## config.mk

```make
export PLATFORM = sky130hd
export DESIGN_NAME = mem_access
export DESIGN_NICKNAME = d
export VERILOG_FILES = /design/src/rtl/mem_access_pkg.sv /design/src/rtl/mem_lane.sv /design/src/rtl/mem_access.sv
export SDC_FILE = /design/constraint.sdc
export NUM_CORES = 1
export LEC_CHECK = 0
export CORE_UTILIZATION = 40
export DETAILED_ROUTE_END_ITERATION = 16
export GPL_TIMING_DRIVEN = 0
export PLACE_DENSITY = 0.83
export SLEW_MARGIN = 40
export SYNTH_ARGS = -nofsm -noshare
export SYNTH_HDL_FRONTEND = slang
export SYNTH_HIERARCHICAL = 1
export SYNTH_SLANG_ARGS = --single-unit
```

## constraint.sdc

```tcl
create_clock -name clk -period 6.13 [get_ports clk]
set_input_delay 1.226 -clock clk [delete_from_list [all_inputs] [get_ports clk]]
set_output_delay 1.226 -clock clk [all_outputs]
set_load 0.02 [all_outputs]
```

## src/rtl/mem_access_pkg.sv

```systemverilog
`default_nettype none
// ============================================================================
//  Module      : mem_access_pkg
//  Description : Shared constants for the MEM pipeline stage: memory opcodes,
//                FSM state codes, byte-select width, NOP register address and
//                the misaligned-address exception code.
//  Revision    : 1.0 - initial release
// ============================================================================
package mem_access_pkg;

    // Memory opcodes (aluop encodings coming out of ex_mem)
    localparam logic [7:0] c_OP_LB  = 8'b11100000;
    localparam logic [7:0] c_OP_LBU = 8'b11100100;
    localparam logic [7:0] c_OP_LH  = 8'b11100001;
    localparam logic [7:0] c_OP_LHU = 8'b11100101;
    localparam logic [7:0] c_OP_LW  = 8'b11100011;
    localparam logic [7:0] c_OP_SB  = 8'b11101000;
    localparam logic [7:0] c_OP_SH  = 8'b11101001;
    localparam logic [7:0] c_OP_SW  = 8'b11101011;

    // FSM state codes
    localparam int         c_ST_W    = 2;
    localparam logic [1:0] c_ST_IDLE = 2'd0;
    localparam logic [1:0] c_ST_BUSY = 2'd1;
    localparam logic [1:0] c_ST_DONE = 2'd2;

    // Byte-select bus width (bit3 = bits[31:24])
    localparam int         c_DBUS_SEL_W = 4;

    // Register address written when nothing is to be written back
    localparam logic [4:0] c_NOP_REG_ADDR = 5'd0;

    // Level driven on excp_ade for a misaligned access
    localparam logic       c_EXCP_ADE = 1'b1;

endpackage : mem_access_pkg
`default_nettype wire

```

## src/rtl/mem_lane.sv

```systemverilog
`default_nettype none
// ============================================================================
//  Module      : mem_lane
//  Description : Purely combinational byte-lane unit for the MEM stage.
//                Decodes the memory opcode, produces big-endian byte enables,
//                lane-replicated store data, sign/zero-extended load data and
//                the misalignment flag.
//  Ports       : i_aluop      - operation code
//                i_addr_lo    - effective address bits [1:0]
//                i_reg2       - store data
//                i_rdata      - bus read data
//                o_mem_op     - opcode is a load or store
//                o_load       - opcode is a load
//                o_misaligned - access violates natural alignment
//                o_sel        - byte enables
//                o_wdata      - replicated store data
//                o_ldata      - extended load result
//  Revision    : 1.0 - initial release
// ============================================================================
module mem_lane
    import mem_access_pkg::*;
(
    input  logic [7:0]              i_aluop,
    input  logic [1:0]              i_addr_lo,
    input  logic [31:0]             i_reg2,
    input  logic [31:0]             i_rdata,
    output logic                    o_mem_op,
    output logic                    o_load,
    output logic                    o_misaligned,
    output logic [c_DBUS_SEL_W-1:0] o_sel,
    output logic [31:0]             o_wdata,
    output logic [31:0]             o_ldata
);

    logic [7:0]  w_byte;
    logic [15:0] w_half;

    // Big-endian lane pick: address 0 is the most significant byte
    always_comb begin
        w_byte = 8'd0;
        case (i_addr_lo)
            2'b00:   w_byte = i_rdata[31:24];
            2'b01:   w_byte = i_rdata[23:16];
            2'b10:   w_byte = i_rdata[15:8];
            default: w_byte = i_rdata[7:0];
        endcase
        w_half = i_addr_lo[1] ? i_rdata[15:0] : i_rdata[31:16];
    end

    always_comb begin
        o_mem_op     = 1'b0;
        o_load       = 1'b0;
        o_misaligned = 1'b0;
        o_sel        = '0;
        o_wdata      = 32'd0;
        o_ldata      = 32'd0;
        case (i_aluop)
            c_OP_LB, c_OP_LBU, c_OP_SB: begin
                o_mem_op = 1'b1;
                o_load   = (i_aluop != c_OP_SB);
                case (i_addr_lo)
                    2'b00:   o_sel = 4'b1000;
                    2'b01:   o_sel = 4'b0100;
                    2'b10:   o_sel = 4'b0010;
                    default: o_sel = 4'b0001;
                endcase
                o_wdata = {4{i_reg2[7:0]}};
                if (i_aluop == c_OP_LB)
                    o_ldata = {{24{w_byte[7]}}, w_byte};
                else
                    o_ldata = {24'd0, w_byte};
            end
            c_OP_LH, c_OP_LHU, c_OP_SH: begin
                o_mem_op     = 1'b1;
                o_load       = (i_aluop != c_OP_SH);
                o_misaligned = i_addr_lo[0];
                o_sel        = i_addr_lo[1] ? 4'b0011 : 4'b1100;
                o_wdata      = {2{i_reg2[15:0]}};
                if (i_aluop == c_OP_LH)
                    o_ldata = {{16{w_half[15]}}, w_half};
                else
                    o_ldata = {16'd0, w_half};
            end
            c_OP_LW, c_OP_SW: begin
                o_mem_op     = 1'b1;
                o_load       = (i_aluop == c_OP_LW);
                o_misaligned = (i_addr_lo != 2'b00);
                o_sel        = 4'b1111;
                o_wdata      = i_reg2;
                o_ldata      = i_rdata;
            end
            default: ;
        endcase
    end

endmodule : mem_lane
`default_nettype wire

```

## src/rtl/mem_access.sv

```systemverilog
`default_nettype none
// ============================================================================
//  Module      : mem_access
//  Description : MEM stage of the five-stage pipeline. Runs loads/stores over
//                a word-wide req/ack data bus, stalling the pipeline until the
//                access completes; non-memory ops pass straight through.
//  Ports       : clk, rst           - clock, synchronous active-high reset
//                i_wd/i_wreg/i_wdata- write-back triple from ex_mem
//                i_aluop            - operation code
//                i_mem_addr, i_reg2 - effective address, store data
//                mem_wd/wreg/wdata  - write-back triple to mem_wb
//                stallreq           - hold request to pipeline control
//                excp_ade           - misaligned address exception
//                dbus_*             - registered data-bus request fields,
//                                     dbus_rdata/dbus_ack returned by the bus
//  Revision    : 1.0 - initial release
// ============================================================================
module mem_access
    import mem_access_pkg::*;
#(
    parameter int DBUS_AW = 32   // 3..32; low 2 bits always driven 0
) (
    input  logic                    clk,
    input  logic                    rst,
    input  logic [4:0]              i_wd,
    input  logic                    i_wreg,
    input  logic [31:0]             i_wdata,
    input  logic [7:0]              i_aluop,
    input  logic [31:0]             i_mem_addr,
    input  logic [31:0]             i_reg2,
    output logic [4:0]              mem_wd,
    output logic                    mem_wreg,
    output logic [31:0]             mem_wdata,
    output logic                    stallreq,
    output logic                    excp_ade,
    output logic                    dbus_req,
    output logic                    dbus_we,
    output logic [DBUS_AW-1:0]      dbus_addr,
    output logic [c_DBUS_SEL_W-1:0] dbus_sel,
    output logic [31:0]             dbus_wdata,
    input  logic [31:0]             dbus_rdata,
    input  logic                    dbus_ack
);

    logic [c_ST_W-1:0]       r_state;
    logic                    r_dbus_req;
    logic                    r_dbus_we;
    logic [DBUS_AW-1:0]      r_dbus_addr;
    logic [c_DBUS_SEL_W-1:0] r_dbus_sel;
    logic [31:0]             r_dbus_wdata;
    logic [31:0]             r_rdata_q;

    logic                    w_mem_op;
    logic                    w_load;
    logic                    w_misaligned;
    logic [c_DBUS_SEL_W-1:0] w_sel;
    logic [31:0]             w_wdata;
    logic [31:0]             w_ldata;

    mem_lane u_mem_lane (
        .i_aluop      (i_aluop),
        .i_addr_lo    (i_mem_addr[1:0]),
        .i_reg2       (i_reg2),
        .i_rdata      (dbus_rdata),
        .o_mem_op     (w_mem_op),
        .o_load       (w_load),
        .o_misaligned (w_misaligned),
        .o_sel        (w_sel),
        .o_wdata      (w_wdata),
        .o_ldata      (w_ldata)
    );

    // Bus sequencing. ex_mem is held by ctrl for the whole access, so the
    // decoded op stays valid from IDLE through DONE; DONE always returns to
    // IDLE because the pipeline advances on that edge.
    always_ff @(posedge clk) begin
        if (rst) begin
            r_state      <= c_ST_IDLE;
            r_dbus_req   <= 1'b0;
            r_dbus_we    <= 1'b0;
            r_dbus_addr  <= '0;
            r_dbus_sel   <= '0;
            r_dbus_wdata <= 32'd0;
            r_rdata_q    <= 32'd0;
        end else begin
            case (r_state)
                c_ST_IDLE: begin
                    if (w_mem_op && !w_misaligned) begin
                        r_dbus_req   <= 1'b1;
                        r_dbus_we    <= !w_load;
                        r_dbus_addr  <= {i_mem_addr[DBUS_AW-1:2], 2'b00};
                        r_dbus_sel   <= w_sel;
                        r_dbus_wdata <= w_wdata;
                        r_state      <= c_ST_BUSY;
                    end
                end
                c_ST_BUSY: begin
                    if (dbus_ack) begin
                        r_dbus_req <= 1'b0;
                        if (w_load)
                            r_rdata_q <= w_ldata;
                        r_state <= c_ST_DONE;
                    end
                end
                default: begin
                    r_state <= c_ST_IDLE;
                end
            endcase
        end
    end

    // Write-back and stall outputs; all forced to zero while in reset
    always_comb begin
        mem_wd    = c_NOP_REG_ADDR;
        mem_wreg  = 1'b0;
        mem_wdata = 32'd0;
        stallreq  = 1'b0;
        excp_ade  = 1'b0;
        if (!rst) begin
            case (r_state)
                c_ST_IDLE: begin
                    mem_wd    = i_wd;
                    mem_wdata = i_wdata;
                    if (!w_mem_op)
                        mem_wreg = i_wreg;
                    else if (w_misaligned)
                        excp_ade = c_EXCP_ADE;
                    else
                        stallreq = 1'b1;
                end
                c_ST_BUSY: begin
                    mem_wd   = i_wd;
                    stallreq = 1'b1;
                end
                c_ST_DONE: begin
                    mem_wd    = i_wd;
                    mem_wreg  = i_wreg;
                    mem_wdata = w_load ? r_rdata_q : i_wdata;
                end
                default: ;
            endcase
        end
    end

    assign dbus_req   = r_dbus_req;
    assign dbus_we    = r_dbus_we;
    assign dbus_addr  = r_dbus_addr;
    assign dbus_sel   = r_dbus_sel;
    assign dbus_wdata = r_dbus_wdata;

endmodule : mem_access
`default_nettype wire

```

==> impl_summary.txt, run 1 <==
----------------------------------------------------
[Timing]
  Highest clock frequency the design can meet ... 0.172 GHz
  Tightest slew margin relative to the limit ... a little under half
  Aggregate negative setup slack ... 0 ns
  Transition time at the pin with the least slew margin ... 0.807 ns
  Setup skew after layout ... 0.0106 ns
  Final number of hold-violating endpoints ... 0
  Setup-violating endpoint count in the final report ... 0
  Count of final max-slew check failures ... 0
  RSZ-0062 raised after global routing ... no
  Crit path time final ... roughly 5.8 ns
  Final period utilization ... between 90% and 100%

[Job]
  Max Cap Violations ... 0

[Clocking]
  Post-CTS Hold Buffers ... 0
  Number of buffers inserted by post-CTS setup repair ... 0
  Clock insertion delay at the later pin of the skew report ... 0.35 ns
  Total CTS buffers ... 9
  Clock Tree Buf Depth ... 2
  Clock tree from TritonCTS ... done
  Maximum level of the CTS H-tree ... 3
  Clock tree sinks ... between 100 and 150
  Clock-pin slew of the registers on the worst-case setup and hold paths ... around 0.07 ns
  Cts repair resizes ... 0
  Root buffer selected by CTS ... sky130_fd_sc_hd__clkbuf_16

[Global route]
  Vias in the first global route ... between 6k and 7k
  Total global-route track usage ... roughly 25%
  Pin count of the biggest net entering global routing ... 19
  Global-route wire length before repair ... about 34 mm
  Antenna violations before repair ... 1
  Aggregate global routing overflow ... 0

[Power]
  Seq pwr share ... 42.2%
  Leakage Power ... 3.31 nW
  Share of total power consumed by net switching ... approximately a quarter
  Total net switching power ... around 0.4 mW
  Internal power of the cells ... roughly 1.2 mW
  Relative contribution of combinational cells to total power ... 19.3%
  Relative contribution of the clock network to total power ... around 39%
  Areal power density over the cells ... approximately 160 nW/um2
  Highest ir drop seen on vdd ... ~0.00010 V

[Detailed routing]
  First-pass iteration count of the detailed router ... 4
  Number of remaining DRC errors ... 0
  Detailed-route wire length per cell ... 17.3 um
  Total detailed-routing wirelength ... ~21 mm
  Vias ... roughly 6.3k
  Remaining antenna violation count ... 0
  Vias/cell ... approximately 5.1
  Drt initial violations ... ~340

[Synthesis]
  Top-area cell type share of the netlist area ... 30.5%
  Synthesis-stage register bit count ... 102
  Distinct cell type count after synthesis ... 52
  Leading area contributor after synthesis ... sky130_fd_sc_hd__dfxtp_1
  Post-synth EDFFs ... 0
  Sequential element share of the synthesized area ... a little under a third
  Number of instances in the synthesized netlist ... 749
  Total number of yosys warnings ... 6
  Post-Synthesis Cell Area ... 6690 um2
  Synth Flop Type ... sky130_fd_sc_hd__dfxtp_1
  Cell types with the largest area share after synthesis ... sky130_fd_sc_hd__dfxtp_1, sky130_fd_sc_hd__nand2b_1, sky130_fd_sc_hd__mux2i_1
  Synthesized area per cell ... 8.93 um2
  Share of synthesized registers carrying an async set or reset ... 0%

[Place]
  DP Wirelength ... ~17 mm
  Global placer's final weighted congestion ... a little over 0.9
  Post-DP Area ... 9450 um2
  Cell Count Post-Placement ... 1,215
  Total of buffers placed on input and output ports ... 249

[Critical path]
  Terminus of the critical flop-to-flop path ... dbus_we$_SDFFE_PP0P_
  Largest fanout on the critical path ... 10
  Worst path cell trace ... clkdlybuf4s50_1 > buf_2 > nand2b_1 > a21oi_1 > a211oi_1 > buf_2 > clkbuf_1 > nand3_1 > a21oi_1 > clkdlybuf4s50_1
  Max stage delay on crit path ... around 0.63 ns
  Number of cells on the worst reg-to-reg path ... 5
  Startpoint type of the worst setup path ... primary input
  Worst setup path class ... in -> out
  Required @ worst endpoint ... around 4.9 ns
  Worst EP arrival ... 4.58 ns
  Setup slack, reg-to-reg ... 4.54 ns
  Reg2Reg Launch Point ... r_state[1]$_SDFFE_PP0P_
  Standard cell with the maximum stage delay on the critical path ... sky130_fd_sc_hd__clkdlybuf4s50_1
  Crit path capture type ... output pin

[Layout]
  Most common cell after layout, fill and taps aside ... sky130_fd_sc_hd__clkdlybuf4s50_1
  Fin area ... roughly 9800 um2
  Layout net count ... 1,155
  Fill cell total of the finished layout ... 1,432
  Share of the core filled with cells in the final layout ... just over 60%
  # diodes ... 0
  Post-layout instance count excluding filler cells ... about 1.2k
  Area used by multi-input combinational logic ... 4230 um2
  Most used cells in the layout excluding fill and tap cells ... sky130_fd_sc_hd__clkdlybuf4s50_1, sky130_fd_sc_hd__nand2b_1, sky130_fd_sc_hd__mux2i_1
  Area growth syn-to-layout ... 46.1%
  Share of cells above drive strength 1 ... 8.67%
  Sequential cell area ... roughly 2000 um2

[Min path]
  Min-Delay Path Depth ... 2
  Worst hold-check path type ... reg -> reg
  Endpoint of the worst hold-timing path ... dbus_wdata[0]$_SDFFE_PP0P_
  Worst hold path startpoint ... dbus_wdata[0]$_SDFFE_PP0P_

[Floorplan]
  Number of core rows ... 46
  Die span in x ... ~130 um
  Die footprint ... between 15,000 and 20,000 um2
  Starting density of the core ... slightly above 40%
  Overall die height ... 131 um
  Core outline area ... roughly 16,000 um2
  # IOs ... 255

[Outcome]
  Run status ... finished, final reports clean

----------------------------------------------------
how the worst max path moves through the flow:
stage	end	depth (start not counted)	startpoint	slack, ns
final	mem_wdata[0]	10	i_aluop[0]	0.33
after global routing	mem_wdata[29]	10	i_aluop[1]	0.09
after CTS	mem_wdata[0]	10	i_aluop[0]	0.35
after detailed placement	mem_wdata[0]	10	i_aluop[0]	0.37
after global placement	mem_wdata[0]	10	i_aluop[0]	0.31
after floorplan	mem_wdata[14]	8	i_aluop[2]	1.79
sequential cells by signal (all words and copies together), names as in the netlist:
register and cells:
dbus_we 1, r_rdata_q 32, dbus_req 1, dbus_wdata 32
dbus_sel 4, r_state 2, dbus_addr 30
cells in the mapped netlist, types with 5 or more instances:
master	count
sky130_fd_sc_hd__mux2i_1	113
sky130_fd_sc_hd__o221ai_1	6
sky130_fd_sc_hd__clkbuf_1	46
sky130_fd_sc_hd__buf_4	11
sky130_fd_sc_hd__a21bo_2	32
sky130_fd_sc_hd__inv_1	10
sky130_fd_sc_hd__nand3_1	34
sky130_fd_sc_hd__a22o_1	15
sky130_fd_sc_hd__a21oi_1	36
sky130_fd_sc_hd__nor3b_1	13
sky130_fd_sc_hd__a221o_1	8
sky130_fd_sc_hd__nor2b_1	8
sky130_fd_sc_hd__buf_2	13
sky130_fd_sc_hd__o2bb2ai_1	24
sky130_fd_sc_hd__nand4_1	7
sky130_fd_sc_hd__dfxtp_1	102
sky130_fd_sc_hd__a2bb2oi_1	7
sky130_fd_sc_hd__and2_1	5
sky130_fd_sc_hd__nand2b_1	197
sky130_fd_sc_hd__nor2_1	10
layer usage:
metal  wire length (um)  vias to the layer above  global-route usage, %
li1                   -                     3157                      -
met1               9090                     2888                   30.3
met2               9880                      229                   41.1
met3               1650                       42                   6.21
met4                723                        0                   11.0
met5                  0                        -                      0
power by group through the flow:
stage          clock network [mW]  logic (mW)  registers (mW)
2_1_floorplan                   0       0.137           0.687
3_3_place_gp                    0       0.301           0.683
3_5_place_dp                    0       0.304           0.683
4_1_cts                     0.622       0.305           0.668
5_1_grt                     0.650       0.327           0.668
6_report                    0.610       0.306           0.668
metrics by stage:
stage	hold slack, ns	setup slack (ns)	total power, mW
finish	0.475	0.327	1.58
global route	0.494	0.0885	1.64
CTS	0.478	0.347	1.59
detailed placement	0.460	0.369	0.987
global placement	0.457	0.306	0.985
floorplan	0.449	1.79	0.824
critical path, delay by kind of cell:
family,cells,cell delay [ns]
AO/OA/AOI/OAI,3,0.89
AND/OR/NAND/NOR,2,0.28
buffers and inverters,5,2.16
logic make-up (layout without fill, tap and decap cells):
| kind of cell | count (synthesis) | after routing | synth area share (%) |
|---|---|---|---|
| muxes | 116 | 116 | 17.6 |
| DFF | 102 | 102 | 30.5 |
| AOI/OAI and AO/OA | 148 | 148 | 18.0 |
| other | 1 | 2 | 0.0561 |
| and+or+nand+nor | 297 | 297 | 27.7 |
| buffers and inverters | 85 | 350 | 6.19 |
final cells by class:
| class | instances | share of cell area (%) |
|---|---|---|
| Buffer | 75 | 3.86 |
| Timing Repair Buffer | 249 | 25.5 |
| Multi-Input combinational cell | 563 | 43.3 |
| Sequential cell | 102 | 20.9 |
| Clock inverter | 6 | 0.781 |
| Tap cell | 216 | 2.77 |
| Clock buffer | 10 | 2.45 |
| Inverter | 10 | 0.384 |
(Power assumes the default switching activity.)
==> run 2: changes to the inputs <==
CORE_UTILIZATION = 45   (was 40)
PLACE_DENSITY = 0.91   (was 0.83)
TNS_END_PERCENT = 1   (was unset)
clock period = 6.3 ns   (was 6.13 ns; I/O delays follow)
==> run 2 against run 1 <==
Net effect:
- die area down 11%
- register-to-register slack better by 0.18 ns
- total power fell by 4.5%
- sequential share of layout area increased by 0.12 points
- critical path depth did not move
- critical endpoint unchanged
==> impl_summary.txt, run 2 (synthesis gave the netlist of run 1 again) <==
----------------------------------------------------
[Outcome]
  Run status ... finished, final reports clean

[Timing]
  Count of final max-slew check failures ... 0
  Setup-violating endpoint count in the final report ... 0
  Final period utilization ... a little over nine tenths
  Tightest slew margin relative to the limit ... between 40% and 50%
  Transition time at the pin with the least slew margin ... 0.847 ns
  Highest clock frequency the design can meet ... 0.167 GHz
  Crit path time final ... approximately 6.0 ns
  Aggregate negative setup slack ... 0 ns
  RSZ-0062 raised after global routing ... no
  Final number of hold-violating endpoints ... 0
  Setup skew after layout ... approximately 0.0069 ns

[Critical path]
  Reg2Reg Launch Point ... r_state[1]$_SDFFE_PP0P_
  Largest fanout on the critical path ... 10
  Number of cells on the worst reg-to-reg path ... 6
  Setup slack, reg-to-reg ... ~4.7 ns
  Worst setup path class ... in -> out
  Crit path capture type ... output pin
  Required @ worst endpoint ... around 5 ns
  Start point of the critical path ... i_aluop[0]
  Terminus of the critical flop-to-flop path ... dbus_wdata[0]$_SDFFE_PP0P_
  Worst EP arrival ... roughly 4.7 ns
  Startpoint type of the worst setup path ... primary input
  Capturing element of the worst setup path ... mem_wdata[0]

[Place]
  DP Wirelength ... roughly 17 mm
  Total of buffers placed on input and output ports ... around 250
  Global placer's final weighted congestion ... 0.941

[Power]
  Highest ir drop seen on vdd ... 0.000148 V
  Areal power density over the cells ... around 160 nW/um2
  Leakage Power ... ~3.3 nW
  Post-layout power ... roughly 1.5 mW

[Floorplan]
  Core outline area ... 14,500 um2
  Die span in x ... approximately 120 um
  # IOs ... 255
  Die footprint ... roughly 15,000 um2
  Starting density of the core ... between 40% and 50%
  Overall die height ... ~120 um
  Number of core rows ... 44

[Clocking]
  Clock insertion delay at the later pin of the skew report ... between 0.3 and 0.4 ns
  Clock-pin slew of the registers on the worst-case setup and hold paths ... around 0.07 ns
  Root buffer selected by CTS ... sky130_fd_sc_hd__clkbuf_16
  Clock Tree Buf Depth ... 2
  Clock tree from TritonCTS ... done
  Maximum level of the CTS H-tree ... 3
  Cts repair resizes ... 0
  Clock tree sinks ... 102
  Number of buffers inserted by post-CTS setup repair ... 0
  Total CTS buffers ... 9
  Post-CTS Hold Buffers ... 0

[Detailed routing]
  Number of remaining DRC errors ... 0
  First-pass iteration count of the detailed router ... 5
  Remaining antenna violation count ... 0
  Detailed-route wire length per cell ... between 15 and 20 um
  Vias/cell ... 5.44
  Total detailed-routing wirelength ... between 20 and 25 mm
  Drt initial violations ... 430
  Vias ... ~6.5k

[Layout]
  Share of cells above drive strength 1 ... ~8.7%
  Area growth syn-to-layout ... 45.2%
  Layout net count ... 1,155
  Most used cells in the layout excluding fill and tap cells ... sky130_fd_sc_hd__clkdlybuf4s50_1, sky130_fd_sc_hd__nand2b_1, sky130_fd_sc_hd__mux2i_1
  Most common cell after layout, fill and taps aside ... sky130_fd_sc_hd__clkdlybuf4s50_1
  # diodes ... 0

[Global route]
  Aggregate global routing overflow ... 0
  Vias in the first global route ... approximately 6.5k
  Pin count of the biggest net entering global routing ... 18
  Antenna violations before repair ... 0
  Total global-route track usage ... ~28%
  Global-route wire length before repair ... between 30 and 40 mm

[Job]
  Max Cap Violations ... 0

[Min path]
  Worst hold-check path type ... reg -> reg

----------------------------------------------------
==> run 2: cell types whose count changed in the layout (fill, tap and decap cells not counted) <==
cell	delta
sky130_fd_sc_hd__clkbuf_8	-1
sky130_fd_sc_hd__clkinv_2	+2
sky130_fd_sc_hd__clkinvlp_4	+1
sky130_fd_sc_hd__inv_6	-1
sky130_fd_sc_hd__inv_8	-1
==> run 2: critical path, cell delays in order <==
cell                              delay, ns
sky130_fd_sc_hd__clkdlybuf4s50_1       0.54
sky130_fd_sc_hd__buf_2                 0.23
sky130_fd_sc_hd__nand2b_1              0.13
sky130_fd_sc_hd__a21oi_1               0.23
sky130_fd_sc_hd__a211oi_1              0.55
sky130_fd_sc_hd__buf_2                 0.39
sky130_fd_sc_hd__clkbuf_1              0.40
sky130_fd_sc_hd__nand3_1               0.18
sky130_fd_sc_hd__a21oi_1               0.17
sky130_fd_sc_hd__clkdlybuf4s50_1       0.65
==> run 2: layer usage <==
| layer | track usage [%] | vias up | wire, um |
|---|---|---|---|
| met5 | 0 | - | 0 |
| met4 | 15.1 | 0 | 985 |
| met3 | 6.23 | 63 | 1420 |
| met2 | 45.3 | 256 | 9840 |
| met1 | 33.6 | 3049 | 8950 |
| li1 | - | 3156 | - |
==> run 2: stage by stage <==
step                instance area, um2  hold WS (ns)  util [%]  std cells  worst slack, ns
finish                            9710         0.472      66.8       1199            0.296
global route                      9710         0.494      66.8       1199            0.125
CTS                               9710         0.476      66.8       1199            0.305
detailed placement                9410         0.465      64.8       1183            0.310
global placement                  9410         0.456      64.8       1183            0.335
floorplan                         6690         0.449         -        750             1.90
==> run 2: how the worst min path moves through the flow <==
stage | start | endpoint | slack [ns] | depth (start not counted)
after floorplan | r_rdata_q[30]$_SDFFE_PP0P_ | r_rdata_q[30]$_SDFFE_PP0P_ | 0.45 | 2
after global placement | dbus_addr[30]$_SDFFE_PP0P_ | dbus_addr[30]$_SDFFE_PP0P_ | 0.46 | 2
after detailed placement | dbus_wdata[8]$_SDFFE_PP0P_ | dbus_wdata[8]$_SDFFE_PP0P_ | 0.46 | 2
after CTS | dbus_wdata[17]$_SDFFE_PP0P_ | dbus_wdata[17]$_SDFFE_PP0P_ | 0.48 | 2
after global routing | dbus_wdata[16]$_SDFFE_PP0P_ | dbus_wdata[16]$_SDFFE_PP0P_ | 0.49 | 2
final | dbus_addr[3]$_SDFFE_PP0P_ | dbus_addr[3]$_SDFFE_PP0P_ | 0.47 | 2
==> run 2: final cells by class <==
type	count	area, um2
buffer	75	377
clock buffer	9	225
clock inverter	7	73.8
fill	1200	4820
inverter	10	37.5
multi-input combinational	563	4230
sequential	102	2040
tap	184	230
timing repair buffer	249	2490
==> run 2: power breakdown <==
part | internal (mW) | total, mW | switching [mW] | leakage, nW
clock network | 0.309 | 0.564 | 0.254 | 0.146
logic | 0.171 | 0.299 | 0.127 | 2.33
registers | 0.648 | 0.650 | 0.00202 | 0.822
